File: src/rtl/mdu_sequencer.sv
// Multiply/divide sequencer: MUL in MULT_LAT+1 cycles, DIV in DIV_ITER+1 cycles, pipeline held via stall_o.
// Optional MDU_DIVZERO_FLAG_EN adds divzero_o and a one-cycle divide-by-zero shortcut.
module mdu_sequencer #(
  parameter int MULT_LAT = 4,
  parameter int DIV_ITER = 32
) (
  input  logic        clk,
  input  logic        rst,
  input  logic        mult_start,
  input  logic        div_start,
  input  logic        signed_op,
  input  logic [31:0] opa,
  input  logic [31:0] opb,
  input  logic        cancel,
  output logic        stall_o,
  output logic        busy_o,
  output logic        valid_o,
  output logic [1:0]  hilo_we_o,
  output logic [31:0] hi_o,
  output logic [31:0] lo_o
`ifdef MDU_DIVZERO_FLAG_EN
 ,output logic        divzero_o
`endif
);

  localparam int CNT_MAX = (MULT_LAT > DIV_ITER) ? MULT_LAT : DIV_ITER;
  localparam int CNT_W   = $clog2(CNT_MAX) + 1;

  typedef enum logic [1:0] {IDLE, MUL, DIV, DONE} state_t;

  state_t             state_q, state_d;
  logic [CNT_W-1:0]   cnt_q, cnt_d;
  logic [31:0]        opa_q, opa_d, opb_q, opb_d;
  logic               sgn_q, sgn_d;
  logic [31:0]        rem_q, rem_d, quo_q, quo_d, dvs_q, dvs_d;
  logic [31:0]        hi_q, hi_d, lo_q, lo_d;
  logic               valid_q, valid_d;
`ifdef MDU_DIVZERO_FLAG_EN
  logic               dz_q, dz_d;
`endif

  logic [63:0] mul_a, mul_b, prod;
  logic [32:0] shifted, trial;
  logic [31:0] rem_n, quo_n, q_fix, r_fix;
  logic        neg_quo, neg_rem;

  always_comb begin
    mul_a = {{32{sgn_q & opa_q[31]}}, opa_q};
    mul_b = {{32{sgn_q & opb_q[31]}}, opb_q};
    prod  = mul_a * mul_b;
  end

  // One restoring step: bring in the next dividend bit, keep the subtraction if it did not borrow.
  always_comb begin
    shifted = {rem_q, quo_q[31]};
    trial   = shifted - {1'b0, dvs_q};
    if (!trial[32]) begin
      rem_n = trial[31:0];
      quo_n = {quo_q[30:0], 1'b1};
    end else begin
      rem_n = shifted[31:0];
      quo_n = {quo_q[30:0], 1'b0};
    end
    neg_quo = sgn_q & (opa_q[31] ^ opb_q[31]);
    neg_rem = sgn_q & opa_q[31];
    q_fix   = neg_quo ? (32'd0 - quo_n) : quo_n;
    r_fix   = neg_rem ? (32'd0 - rem_n) : rem_n;
  end

  always_comb begin
    state_d = state_q;
    cnt_d   = cnt_q;
    opa_d   = opa_q;
    opb_d   = opb_q;
    sgn_d   = sgn_q;
    rem_d   = rem_q;
    quo_d   = quo_q;
    dvs_d   = dvs_q;
    hi_d    = hi_q;
    lo_d    = lo_q;
    valid_d = 1'b0;
`ifdef MDU_DIVZERO_FLAG_EN
    dz_d    = 1'b0;
`endif
    case (state_q)
      IDLE: begin
        if (!cancel && (div_start || mult_start)) begin
          opa_d   = opa;
          opb_d   = opb;
          sgn_d   = signed_op;
          cnt_d   = '0;
          rem_d   = '0;
          quo_d   = (signed_op && opa[31]) ? (32'd0 - opa) : opa;
          dvs_d   = (signed_op && opb[31]) ? (32'd0 - opb) : opb;
          state_d = div_start ? DIV : MUL;
`ifdef MDU_DIVZERO_FLAG_EN
          if (div_start && opb == 32'd0) begin
            state_d = DONE;
            hi_d    = opa;
            lo_d    = 32'hFFFF_FFFF;
            valid_d = 1'b1;
            dz_d    = 1'b1;
          end
`endif
        end
      end
      MUL: begin
        if (cancel) begin
          state_d = IDLE;
          cnt_d   = '0;
        end else if (cnt_q == CNT_W'(MULT_LAT - 1)) begin
          state_d = DONE;
          cnt_d   = '0;
          hi_d    = prod[63:32];
          lo_d    = prod[31:0];
          valid_d = 1'b1;
        end else begin
          cnt_d = cnt_q + CNT_W'(1);
        end
      end
      DIV: begin
        if (cancel) begin
          state_d = IDLE;
          cnt_d   = '0;
        end else begin
          rem_d = rem_n;
          quo_d = quo_n;
          cnt_d = cnt_q + CNT_W'(1);
          if (cnt_q == CNT_W'(DIV_ITER - 1)) begin
            state_d = DONE;
            cnt_d   = '0;
            valid_d = 1'b1;
            if (dvs_q == 32'd0) begin
              hi_d = opa_q;
              lo_d = 32'hFFFF_FFFF;
            end else begin
              hi_d = r_fix;
              lo_d = q_fix;
            end
          end
        end
      end
      default: state_d = IDLE;
    endcase
  end

  always_ff @(posedge clk or posedge rst) begin
    if (rst) begin
      state_q <= IDLE;
      cnt_q   <= '0;
      opa_q   <= '0;
      opb_q   <= '0;
      sgn_q   <= 1'b0;
      rem_q   <= '0;
      quo_q   <= '0;
      dvs_q   <= '0;
      hi_q    <= '0;
      lo_q    <= '0;
      valid_q <= 1'b0;
`ifdef MDU_DIVZERO_FLAG_EN
      dz_q    <= 1'b0;
`endif
    end else begin
      state_q <= state_d;
      cnt_q   <= cnt_d;
      opa_q   <= opa_d;
      opb_q   <= opb_d;
      sgn_q   <= sgn_d;
      rem_q   <= rem_d;
      quo_q   <= quo_d;
      dvs_q   <= dvs_d;
      hi_q    <= hi_d;
      lo_q    <= lo_d;
      valid_q <= valid_d;
`ifdef MDU_DIVZERO_FLAG_EN
      dz_q    <= dz_d;
`endif
    end
  end

  // Stall must rise in the start cycle itself, before the state register moves.
  assign stall_o   = ((state_q == IDLE) && (mult_start || div_start) && !cancel) ||
                     (state_q == MUL) || (state_q == DIV);
  assign busy_o    = (state_q == MUL) || (state_q == DIV);
  assign valid_o   = valid_q;
  assign hilo_we_o = {2{valid_q}};
  assign hi_o      = hi_q;
  assign lo_o      = lo_q;
`ifdef MDU_DIVZERO_FLAG_EN
  assign divzero_o = dz_q;
`endif

endmodule

File: config.mk
export PLATFORM = sky130hd
export DESIGN_NAME = mdu_sequencer
export DESIGN_NICKNAME = d
export VERILOG_FILES = /design/src/rtl/mdu_sequencer.sv
export SDC_FILE = /design/constraint.sdc
export NUM_CORES = 2
export LEC_CHECK = 0
export ABC_AREA = 1
export BUFFER_PORTS_ARGS = -buffer_cell sky130_fd_sc_hd__buf_4
export CELL_PAD_IN_SITES_DETAIL_PLACEMENT = 2
export CELL_PAD_IN_SITES_GLOBAL_PLACEMENT = 2
export CORE_ASPECT_RATIO = 0.8
export CORE_MARGIN = 5
export CORE_UTILIZATION = 43
export DETAILED_ROUTE_END_ITERATION = 6
export GPL_TIMING_DRIVEN = 0
export PLACE_DENSITY = 0.95
export SKIP_LAST_GASP = 1
export SYNTH_ARGS = -nofsm -noshare
export SYNTH_HDL_FRONTEND = slang
export SYNTH_SLANG_ARGS = --single-unit
File: constraint.sdc
create_clock -name clk -period 20.4 [get_ports clk]
set_clock_uncertainty 0.2 [all_clocks]
set_input_delay 1.02 -clock clk [delete_from_list [all_inputs] [get_ports clk]]
set_output_delay 1.02 -clock clk [all_outputs]
set_load 0.01 [all_outputs]
==> impl_metrics.prom <==
# TYPE chip_impl_metric gauge
chip_impl_info{name="outcome",value="finished with violations"} 1
chip_impl_info{name="violations",value="design-rule violations, max-capacitance violations, max-slew violations"} 1
chip_impl_metric{name="worst-r2r-cell-count",unit=""} 32
chip_impl_info{name="startpoint_type",value="flip-flop"} 1
chip_impl_metric{name="floorplan.die.height",unit="um"} 330.3
chip_impl_metric{name="finalSetupViolations",unit=""} 0
chip_impl_info{name="post-synth-top-area-cell",value="sky130_fd_sc_hd__fa_1"} 1
chip_impl_metric{name="fillCellCount",unit=""} 14705
chip_impl_metric{name="regToRegSetupSlack",unit="ns"} 6.77
chip_impl_metric{name="max_clock_freq",unit="MHz"} 73.36
chip_impl_metric{name="first_pass_grt_wire_length",unit="um"} 569800
chip_impl_info{name="tritoncts_clock_tree",value="built"} 1
chip_impl_metric{name="cp_slowest_stage_delay",unit="ns"} 1.08
chip_impl_metric{name="groute.usage.overall",unit="%"} 60.58
chip_impl_metric{name="floorplan.core_area",unit="um^2"} 127400
chip_impl_metric{name="grt-ovfl-total",unit=""} 0
chip_impl_info{name="clock_tree.root_cell",value="sky130_fd_sc_hd__clkbuf_16"} 1
chip_impl_metric{name="design_area",unit="um^2"} 59360
chip_impl_metric{name="num_io_pins",unit=""} 139
chip_impl_info{name="layout.cells.most_common",value="sky130_fd_sc_hd__inv_1"} 1
chip_impl_metric{name="cts_inserted_buffers",unit=""} 26
chip_impl_metric{name="remaining_drc_errors",unit=""} 193
chip_impl_info{name="cp-end-kind",value="flip-flop"} 1
chip_impl_metric{name="clock_path_buffers",unit=""} 3
chip_impl_metric{name="post_synth_instance_area",unit="um^2"} 55150
chip_impl_info{name="cell_with_the_largest_stage_delay_on_the_worst_path",value="sky130_fd_sc_hd__fa_1"} 1
chip_impl_metric{name="post-route-period-util",unit="%"} 66.82
chip_impl_info{name="mostFrequentLayoutCells",value="sky130_fd_sc_hd__inv_1, sky130_fd_sc_hd__nand2_1, sky130_fd_sc_hd__fa_1, sky130_fd_sc_hd__nor2_1, sky130_fd_sc_hd__clkbuf_1"} 1
chip_impl_metric{name="routed_via_density",unit=""} 7.182
chip_impl_info{name="path_class",value="reg -> reg"} 1
chip_impl_metric{name="synthDistinctLibCells",unit=""} 58
chip_impl_metric{name="final_layout_size_suffix_gt1_share",unit="%"} 3.887
chip_impl_metric{name="share_of_synthesized_registers_carrying_an_async_set_or_reset",unit="%"} 100.0
chip_impl_metric{name="report.final.hold_viol_count",unit=""} 0
chip_impl_metric{name="number_of_max_cap_violations",unit=""} 23
chip_impl_metric{name="cts_max_level",unit=""} 1
chip_impl_metric{name="syn_inst",unit=""} 7250
chip_impl_metric{name="grt_pass1_vias",unit=""} 72225
chip_impl_metric{name="postCtsResizedCells",unit=""} 0
chip_impl_info{name="critical-path-top-cell-by-count",value="sky130_fd_sc_hd__fa_1"} 1
chip_impl_metric{name="synth_top_area_share",unit="%"} 40.88
chip_impl_metric{name="dr.first_iter.drc_count",unit=""} 11356
chip_impl_metric{name="ys_ff_latch",unit=""} 233
chip_impl_metric{name="fp-row-count",unit=""} 117
chip_impl_metric{name="clock_sinks",unit=""} 233
chip_impl_metric{name="critical_path_arrival",unit="ns"} 13.94
chip_impl_metric{name="fin_setup_tns",unit="ns"} 0
chip_impl_metric{name="worst_margin_slew",unit="ns"} 1.897
chip_impl_info{name="synth_top_flop_cell",value="sky130_fd_sc_hd__dfrtp_1"} 1
chip_impl_info{name="critical_path_end",value="hi_o[17]"} 1
chip_impl_metric{name="ff_latch_area",unit="um^2"} 5831
chip_impl_metric{name="cts_setup_buffers",unit=""} 0
chip_impl_metric{name="pin_count_of_the_biggest_net_entering_global_routing",unit=""} 82
chip_impl_metric{name="vias",unit=""} 65876
chip_impl_metric{name="worstPathRequired",unit="ns"} 20.71
chip_impl_metric{name="routed_wire_length_per_instance",unit="um"} 45.73
chip_impl_info{name="regToRegStartpoint",value="opa_q[31]"} 1
chip_impl_info{name="grt_setup_unrepaired",value="false"} 1
chip_impl_info{name="startpoint",value="opa_q[31]"} 1
chip_impl_metric{name="die-width",unit="um"} 410.4
chip_impl_metric{name="yosysWarnings",unit=""} 0
chip_impl_metric{name="sequential_share_of_the_synthesized_area",unit="%"} 10.57
chip_impl_metric{name="port_buffers",unit=""} 138
chip_impl_metric{name="detailed_place.area",unit="um^2"} 58330
chip_impl_metric{name="floorplan.initialDensity",unit="%"} 43.30
chip_impl_metric{name="cts_clk_pin_slew_worst_paths",unit="ns"} 0.09
chip_impl_metric{name="clkLatencyLatePin",unit="ns"} 0.64
chip_impl_metric{name="route.final.wire_length",unit="um"} 419400
chip_impl_metric{name="grt_antenna_before_repair",unit=""} 80
chip_impl_metric{name="area.growth.synth_to_final",unit="%"} 7.639
chip_impl_metric{name="detailed_place_hpwl",unit="um"} 289800
chip_impl_info{name="ys_top_cells_by_area",value="sky130_fd_sc_hd__fa_1, sky130_fd_sc_hd__inv_1, sky130_fd_sc_hd__nand2_1"} 1
chip_impl_metric{name="crit_path_max_fanout",unit=""} 10
chip_impl_info{name="timing.rr.end",value="hi_o[17]"} 1
chip_impl_metric{name="place.gp.congestion",unit=""} 1.028
chip_impl_metric{name="report.final.slew_viol_count",unit=""} 235
chip_impl_metric{name="design.die.area",unit="um^2"} 135600
chip_impl_metric{name="finalWorstPathRequiredPeriod",unit="ns"} 13.63
chip_impl_metric{name="final_layout_net_count",unit=""} 8868
chip_impl_metric{name="drt.antenna.violating_nets",unit=""} 0
chip_impl_metric{name="relSlewSlack",unit="%"} -26.46
chip_impl_metric{name="syn_nets",unit=""} 8700
chip_impl_metric{name="holdBufCountCts",unit=""} 0
chip_impl_metric{name="drt_first_pass_iters",unit=""} 7
chip_impl_metric{name="syn-mean-instance-area",unit="um^2"} 7.606
chip_impl_info{name="hold_class",value="in -> async"} 1
chip_impl_metric{name="number_of_enable_flip_flop_cells_after_synthesis",unit=""} 0
chip_impl_metric{name="multi_input_area",unit="um^2"} 40740
-- worst min-delay path by stage --
stage / endpoint / cells past startpoint / from / slack (ns)
floorplan: rem_q[30] / 2 / rem_q[30] / 0.28
global placement: lo_o[9] / 2 / lo_o[9] / 0.27
detailed placement: lo_o[5] / 2 / lo_o[5] / 0.28
CTS: dvs_q[15] / 2 / rst / 0.32
global route: dvs_q[15] / 2 / rst / 0.32
finish: dvs_q[15] / 2 / rst / 0.26
-- stage by stage --
stage / hold WS [ns] / utilization (%) / cells / setup slack, ns
floorplan: 0.2756 / - / 7250 / 12.06
global placement: 0.2717 / 45.75 / 9054 / 9.198
detailed placement: 0.2841 / 45.80 / 9056 / 8.353
CTS: 0.3183 / 46.45 / 9101 / 7.946
global route: 0.3181 / 46.53 / 9132 / 7.188
finish: 0.2639 / 46.61 / 9172 / 6.769
-- critical path: cells and delay by family, from the launching register on --
family                   cells  cell delay [ns]
AND/OR/NAND/NOR             12             3.15
adder cells (fa/ha/maj)      9             5.42
buffers and inverters        8             3.31
flip-flops                   1             0.42
AO/OA/AOI/OAI                3             0.95
-- synthesized netlist by cell type (5+ instances only) --
cell type,n
sky130_fd_sc_hd__or2_2,15
sky130_fd_sc_hd__nor3_1,44
sky130_fd_sc_hd__inv_1,1904
sky130_fd_sc_hd__clkbuf_1,333
sky130_fd_sc_hd__a21oi_1,246
sky130_fd_sc_hd__buf_4,5
sky130_fd_sc_hd__o21ai_0,258
sky130_fd_sc_hd__dfrtp_1,233
sky130_fd_sc_hd__o21ai_1,14
sky130_fd_sc_hd__a31oi_1,41
sky130_fd_sc_hd__o22ai_1,33
sky130_fd_sc_hd__nor4_1,20
sky130_fd_sc_hd__nand4_1,30
sky130_fd_sc_hd__a21o_1,10
sky130_fd_sc_hd__buf_1,15
sky130_fd_sc_hd__a22oi_1,5
sky130_fd_sc_hd__and2_1,7
sky130_fd_sc_hd__nand3b_1,11
sky130_fd_sc_hd__o211ai_1,14
sky130_fd_sc_hd__nor2_1,355
sky130_fd_sc_hd__fa_1,1126
sky130_fd_sc_hd__o21bai_1,9
sky130_fd_sc_hd__ha_1,254
sky130_fd_sc_hd__nand2_2,27
sky130_fd_sc_hd__o221ai_1,32
sky130_fd_sc_hd__xor2_1,38
sky130_fd_sc_hd__xnor2_1,36
sky130_fd_sc_hd__nor2_2,14
sky130_fd_sc_hd__nand3_1,177
sky130_fd_sc_hd__nand2_1,1872
sky130_fd_sc_hd__o21a_1,11
sky130_fd_sc_hd__nand2_4,6
sky130_fd_sc_hd__inv_2,6
-- per-layer routing --
| layer | vias up | wire, um | GRT usage, % |
|---|---|---|---|
| met2 | 8103 | 164200 | 83.68 |
| met4 | 69 | 58690 | 61.35 |
| met3 | 3993 | 69740 | 37.01 |
| met1 | 32209 | 124900 | 60.63 |
| li1 | 21502 | - | - |
| met5 | - | 1956 | 8.902 |
-- flip-flops by register name, summed over array words and instances (netlist names) --
signal   count
rem_q       32
lo_o        32
state_q      2
dvs_q       31
opa_q       32
cnt_q        6
hi_o        32
opb_q       32
valid_o      1
sgn_q        1
quo_q       32
-- cell type report --
| type | instances | area share (%) |
|---|---|---|
| inverters | 1914 | 12.12 |
| diodes | 71 | 0.2993 |
| well taps | 1666 | 3.512 |
| repair buffers | 140 | 1.838 |
| clock buffers | 34 | 1.214 |
| multi-input cells | 4745 | 68.64 |
| plain buffers | 358 | 2.378 |
| flip-flops and latches | 233 | 9.823 |
| clock inverters | 11 | 0.1792 |
-- cell families after synthesis --
kind of cell | after synthesis | synth area share (%)
AND/OR/NAND/NOR | 2587 | 18.85
buffers and inverters | 2272 | 15.55
adder cells (fa/ha/maj) | 1380 | 46.64
AO/OA/AOI/OAI | 704 | 7.206
flip-flops | 233 | 10.57
XOR/XNOR | 74 | 1.175
Power is left out: the tool's default activity adds up to more than one toggle a clock period on the data nets, which glitch-free logic cannot reach.
